**config.mk**
```make
export PLATFORM = sky130hd
export DESIGN_NAME = procyon_lsu_arb
export DESIGN_NICKNAME = d
export VERILOG_FILES = /design/src/rtl/procyon_lsu_arb.sv
export SDC_FILE = /design/constraint.sdc
export NUM_CORES = 1
export LEC_CHECK = 0
export BUFFER_PORTS_ARGS = -buffer_cell sky130_fd_sc_hd__buf_4
export CORE_AREA = 2 2 339 341
export DETAILED_ROUTE_END_ITERATION = 16
export DIE_AREA = 0 0 341 343
export SKIP_LAST_GASP = 1
export SLEW_MARGIN = 20
export SYNTH_ARGS = -nofsm -noshare
export SYNTH_HDL_FRONTEND = slang
export SYNTH_SLANG_ARGS = --single-unit
```
**constraint.sdc**
```tcl
create_clock -name clk -period 2.15 [get_ports clk]
set_input_delay 0.215 -clock clk [delete_from_list [all_inputs] [get_ports clk]]
set_output_delay 0.215 -clock clk [all_outputs]
set_load 0.05 [all_outputs]
```
**src/rtl/procyon_lsu_arb.sv**
```systemverilog
// procyon_lsu_arb: LSU issue arbiter (fill > retire > replay/new) with starvation boost and registered issue bundle
module procyon_lsu_arb #(
  parameter int OPTN_DATA_WIDTH    = 32,
  parameter int OPTN_ADDR_WIDTH    = 32,
  parameter int OPTN_LQ_DEPTH      = 8,
  parameter int OPTN_SQ_DEPTH      = 8,
  parameter int OPTN_DC_LINE_SIZE  = 32,
  parameter int OPTN_ROB_IDX_WIDTH = 5,
  parameter int OPTN_STARVE_LIMIT  = 4,
  parameter int PCYN_OP_WIDTH      = 5,
  parameter int PCYN_OP_IS_WIDTH   = 2,
  parameter int PCYN_OP_IS_LD_IDX  = 0,
  parameter int PCYN_OP_IS_ST_IDX  = 1,
  parameter logic [PCYN_OP_WIDTH-1:0] PCYN_OP_FILL = 5'd15,
  localparam int DC_LINE_WIDTH     = OPTN_DC_LINE_SIZE * 8
) (
  input  logic                          clk,
  input  logic                          n_rst,
  input  logic                          i_flush,
  input  logic                          i_fill_en,
  input  logic [OPTN_ADDR_WIDTH-1:0]    i_fill_addr,
  input  logic [DC_LINE_WIDTH-1:0]      i_fill_data,
  input  logic                          i_sq_retire_en,
  input  logic [PCYN_OP_WIDTH-1:0]      i_sq_retire_op,
  input  logic [OPTN_ADDR_WIDTH-1:0]    i_sq_retire_addr,
  input  logic [OPTN_DATA_WIDTH-1:0]    i_sq_retire_data,
  input  logic [OPTN_ROB_IDX_WIDTH-1:0] i_sq_retire_tag,
  input  logic [OPTN_SQ_DEPTH-1:0]      i_sq_retire_select,
  output logic                          o_sq_retire_stall,
  input  logic                          i_lq_replay_en,
  input  logic                          i_lq_replay_fill,
  input  logic [PCYN_OP_WIDTH-1:0]      i_lq_replay_op,
  input  logic [OPTN_ADDR_WIDTH-1:0]    i_lq_replay_addr,
  input  logic [OPTN_ROB_IDX_WIDTH-1:0] i_lq_replay_tag,
  input  logic [OPTN_LQ_DEPTH-1:0]      i_lq_replay_select,
  output logic                          o_lq_replay_stall,
  input  logic                          i_valid,
  input  logic [PCYN_OP_WIDTH-1:0]      i_op,
  input  logic [PCYN_OP_IS_WIDTH-1:0]   i_op_is,
  input  logic [OPTN_ADDR_WIDTH-1:0]    i_addr,
  input  logic [OPTN_DATA_WIDTH-1:0]    i_data,
  input  logic [OPTN_ROB_IDX_WIDTH-1:0] i_tag,
  input  logic [OPTN_LQ_DEPTH-1:0]      i_alloc_lq_select,
  input  logic [OPTN_SQ_DEPTH-1:0]      i_alloc_sq_select,
  output logic                          o_stall,
  output logic                          o_valid,
  output logic                          o_fill_replay,
  output logic                          o_retire,
  output logic [PCYN_OP_WIDTH-1:0]      o_op,
  output logic [PCYN_OP_IS_WIDTH-1:0]   o_op_is,
  output logic [OPTN_ADDR_WIDTH-1:0]    o_addr,
  output logic [OPTN_DATA_WIDTH-1:0]    o_data,
  output logic [OPTN_ROB_IDX_WIDTH-1:0] o_tag,
  output logic [DC_LINE_WIDTH-1:0]      o_fill_data,
  output logic [OPTN_LQ_DEPTH-1:0]      o_lq_select,
  output logic [OPTN_SQ_DEPTH-1:0]      o_sq_select
);
  localparam int SW = $clog2(OPTN_STARVE_LIMIT + 1);
  logic [SW-1:0] starve_q, starve_d;
  logic new_req, rep_req, boost, g_fill, g_ret, g_rep, g_new;
  logic valid_d, fill_replay_d, retire_d;
  logic [PCYN_OP_WIDTH-1:0] op_d;
  logic [PCYN_OP_IS_WIDTH-1:0] op_is_d;
  logic [OPTN_ADDR_WIDTH-1:0] addr_d;
  logic [OPTN_DATA_WIDTH-1:0] data_d;
  logic [OPTN_ROB_IDX_WIDTH-1:0] tag_d;
  logic [DC_LINE_WIDTH-1:0] fill_data_d;
  logic [OPTN_LQ_DEPTH-1:0] lq_select_d;
  logic [OPTN_SQ_DEPTH-1:0] sq_select_d;
  // Grant selection: committed fill/retire always outrank speculative replay/new, which flush suppresses
  always_comb begin
    new_req           = i_valid && !i_flush;
    rep_req           = i_lq_replay_en && !i_flush;
    boost             = starve_q == SW'(OPTN_STARVE_LIMIT);
    g_fill            = i_fill_en;
    g_ret             = i_sq_retire_en && !i_fill_en;
    g_rep             = rep_req && !i_fill_en && !i_sq_retire_en && !(new_req && boost);
    g_new             = new_req && !i_fill_en && !i_sq_retire_en && !g_rep;
    o_sq_retire_stall = i_sq_retire_en && !g_ret;
    o_lq_replay_stall = rep_req && !g_rep;
    o_stall           = new_req && !g_new;
    starve_d          = (!i_valid || i_flush || g_new) ? '0 :
                        (o_stall && !boost) ? starve_q + 1'b1 : starve_q;
  end
  // Issue bundle mux: fields of whichever requester won, zero where that source has none
  always_comb begin
    valid_d       = g_fill || g_ret || g_rep || g_new;
    fill_replay_d = g_rep && i_lq_replay_fill;
    retire_d      = g_ret;
    op_d          = g_fill ? PCYN_OP_FILL : g_ret ? i_sq_retire_op : g_rep ? i_lq_replay_op : g_new ? i_op : '0;
    op_is_d       = g_new ? i_op_is : '0;
    addr_d        = g_fill ? i_fill_addr : g_ret ? i_sq_retire_addr : g_rep ? i_lq_replay_addr : g_new ? i_addr : '0;
    data_d        = g_ret ? i_sq_retire_data : g_new ? i_data : '0;
    tag_d         = g_ret ? i_sq_retire_tag : g_rep ? i_lq_replay_tag : g_new ? i_tag : '0;
    fill_data_d   = g_fill ? i_fill_data : '0;
    lq_select_d   = g_rep ? i_lq_replay_select : (g_new && i_op_is[PCYN_OP_IS_LD_IDX]) ? i_alloc_lq_select : '0;
    sq_select_d   = g_ret ? i_sq_retire_select : (g_new && i_op_is[PCYN_OP_IS_ST_IDX]) ? i_alloc_sq_select : '0;
  end
  // Register the issue bundle and starvation counter
  always_ff @(posedge clk or negedge n_rst) begin
    if (!n_rst) begin
      starve_q      <= '0;
      o_valid       <= 1'b0;
      o_fill_replay <= 1'b0;
      o_retire      <= 1'b0;
      o_op          <= '0;
      o_op_is       <= '0;
      o_addr        <= '0;
      o_data        <= '0;
      o_tag         <= '0;
      o_fill_data   <= '0;
      o_lq_select   <= '0;
      o_sq_select   <= '0;
    end else begin
      starve_q      <= starve_d;
      o_valid       <= valid_d;
      o_fill_replay <= fill_replay_d;
      o_retire      <= retire_d;
      o_op          <= op_d;
      o_op_is       <= op_is_d;
      o_addr        <= addr_d;
      o_data        <= data_d;
      o_tag         <= tag_d;
      o_fill_data   <= fill_data_d;
      o_lq_select   <= lq_select_d;
      o_sq_select   <= sq_select_d;
    end
  end
endmodule
```
==> impl_metrics.ini <==
[timing]
fin_ws_ns = 0.001312
fmax_mhz = 465.4
report.final.setup_viol = 0
hold_viol = 0
hold_ws_ns = 0.08455
max_slew.worst_pin.slew_ns = 0.8928
rsz0062_at_grt = true
finalCritPeriodShare = 0.9994
slew_viol_final = 0
period_minus_slack_ns = 2.149
skew_ns = 0.02497
max_slew_margin = 0.4048

[power]
power_frac_seq = 0.375
combPwrFrac = 0.234
leakagePower_uw = 0.01315
switching_share = 0.3009
clockPowerShare = 0.391
p_sw_uw = 5768
intPower_uw = 13400
power.density_mw_per_mm2 = 700.1
ir_drop_uv = 453.1

[layout]
drive_gt1_frac = 0.4352
layout_commonest_cell = buf_4
layout.nets = 2763
fin_util = 0.2414
stdcell_area_mm2 = 0.02738
area_growth_pct = 123.2
layout_common_cells = buf_4 (895), dlygate4sd3_1 (508), dfrtp_1 (354)
finalNonFillerCells = 3799

[worst_setup_path]
cp_max_fo = 3
worst-setup-path-type = flip-flop to primary output
timing.rr.start = starve_q[0]$_DFFE_PN0P_
cpPeakStageDelay_ns = 0.37
startpoint_type = flip-flop
cp_data_arrival_time_ns = 1.93
crit_chain = inv_2, ha_4, and3_4, or2_4, a21oi_4, buf_8
critPathCaptureType = primary output
crit_path_start = starve_q[0]$_DFFE_PN0P_
crit_slowest_cell = dfrtp_1
critPathRequiredTime_ns = 1.93

[synthesis]
synth_compound_area_frac = 0.09710
synth-seq-cells = 354
netlist_area_mm2 = 0.01227
ys_types = 35
syn_nets = 1362
syn_avg_cell_area_um2 = 14.60
synth_edf_count = 0
yosysSeqAreaShare = 0.7222
yosysTopAreaCell = dfrtp_1
synthFlopType = dfrtp_1
synthAdderAreaFrac = 0.002040
synthTopCellsByArea = dfrtp_1 (72%), and2_1 (14%), a22o_1 (4.6%)
synth_mux_area_frac = 0.0009180
synth_xor_area_frac = 0
yosys_warnings = 0
async_flop_share = 1.000
synthCells = 840
synth_top_family_by_area = simple AND/OR/NAND/NOR gates
yosys.area_share.simple = 0.1507
synth.top_cell.area_share = 0.7222

[drt]
drtIter0Drc = 583
drtAntennaViolNets = 0
num_vias = 12880
vias_per_cell = 3.391
finalWirelength_um = 83830
drt_pre_antenna_iters = 7
wire_per_inst_um = 22.07
drc = 0

[run_status]
outcome = finished, final reports clean

[grt]
grt_pass1_wl_um = 110200
grt_max_degree = 156
first_global_vias = 13830
grt_overflow = 0
grt_usage = 0.1361
antenna_found_initial = 45

[placed_design]
placed_area_mm2 = 0.02075
portBuffers = 873
dp_hpwl_um = 65750
place_congestion = 0.8472
dp_cells = 3197
dp_slack_ns = -0.02820

[run]
drv_cap = 0

[clocking]
htreeDepth = 2
cts_tree = yes
clk_latency_ns = 0.60
clock-sinks = 354
clk_pin_slew_ns = 0.06
cts_buffers = 44
root_buffer = clkbuf_16
clock_path_buffers = 3

[floorplan]
io_pins = 874
die_area_mm2 = 0.1170
rows = 124
coreArea_mm2 = 0.1134
start_util = 0.1082
die_w_um = 341
die_h_um = 343

[min_path]
hold_class = primary input to flip-flop
hp-start = i_lq_replay_op[2]
final timing paths:
path / depth (start not counted) / slack [ns] / end
setup / recovery: 6 / 0.001 / o_stall
hold / removal: 3 / 0.08 / o_op[2]$_DFF_PN0_
setup reg to reg: 7 / 0.05 / o_tag[1]$_DFF_PN0_
hold reg to reg: 1 / 0.62 / starve_q[2]$_DFFE_PN0P_
max in group asynchronous: 4 / 1.17 / o_fill_data[71]$_DFF_PN0_
min in group asynchronous: 2 / 0.18 / o_fill_data[172]$_DFF_PN0_
kinds of logic after synthesis:
| kind of cell | after synthesis |
|---|---|
| AOI/OAI and AO/OA | 129 |
| adders and majority gates | 2 |
| buffers and inverters | 63 |
| DFF | 354 |
| muxes | 1 |
| and+or+nand+nor | 291 |
layer usage:
metal | vias to the layer above | global-route usage | routed length (µm)
li1 | 5662 | - | -
met1 | 6394 | 0.1672 | 34590
met2 | 638 | 0.2118 | 37520
met3 | 140 | 0.06383 | 8927
met4 | 50 | 0.03974 | 2472
met5 | - | 0 | 323
area by class of cell:
| class | instances | area (µm²) |
|---|---|---|
| Clock inverter | 14 | 121.4 |
| Multi-Input combinational cell | 423 | 3109 |
| Clock buffer | 66 | 1336 |
| Sequential cell | 354 | 8859 |
| Inverter | 3 | 12.51 |
| Tap cell | 1512 | 1892 |
| Fill cell | 11870 | 86030 |
| Antenna cell | 12 | 30.03 |
| Timing Repair Buffer | 1415 | 12020 |
power groups by stage:
stage / clock network (µW) / logic [µW] / registers, µW
after detailed placement: 0 / 3650 / 7290
after floorplan: 0 / 432 / 8500
after global routing: 8070 / 4700 / 7210
after global placement: 0 / 3630 / 7300
final: 7500 / 4480 / 7180
after CTS: 7790 / 4510 / 7180
stage by stage:
step                setup TNS [ns]  power, µW
floorplan                        0       8937
global placement         -0.002426      10920
detailed placement        -0.08822      10940
CTS                       -0.05031      19490
global route               -0.1719      19980
finish                           0      19170
worst max-delay path, delay by kind of cell, from the launching register on:
kind | cells | cell delay [ns]
flops | 1 | 0.37
buf+inv | 2 | 0.24
fa+ha+maj | 1 | 0.17
compound gates | 1 | 0.15
simple gates | 2 | 0.40
cell usage after synthesis (3+ instances only):
cell        n
buf_4       3
a221o_1    38
a21oi_1     3
clkbuf_1   40
buf_12      4
nor2_1      3
nor3b_1     8
buf_2       9
and2_1    266
o32a_1      4
a22o_1     64
a32o_1     16
dfrtp_1   354
flip-flops by register name, summed over array words and instances (netlist names):
signal         count
o_fill_data      256
o_tag              5
o_lq_select        8
o_sq_select        8
o_fill_replay      1
starve_q           3
o_valid            1
o_op               5
o_addr            32
o_retire           1
o_op_is            2
o_data            32
what timing repair did:
action,CTS,global route
gates cloned,0,0
buffers inserted,2,0
endpoints found under the hold margin,508,0
hold buffers,508,0
pin swaps,3,0
resized for setup,11,2
setup endpoints to repair,5,2
(Power assumes the default switching activity.)
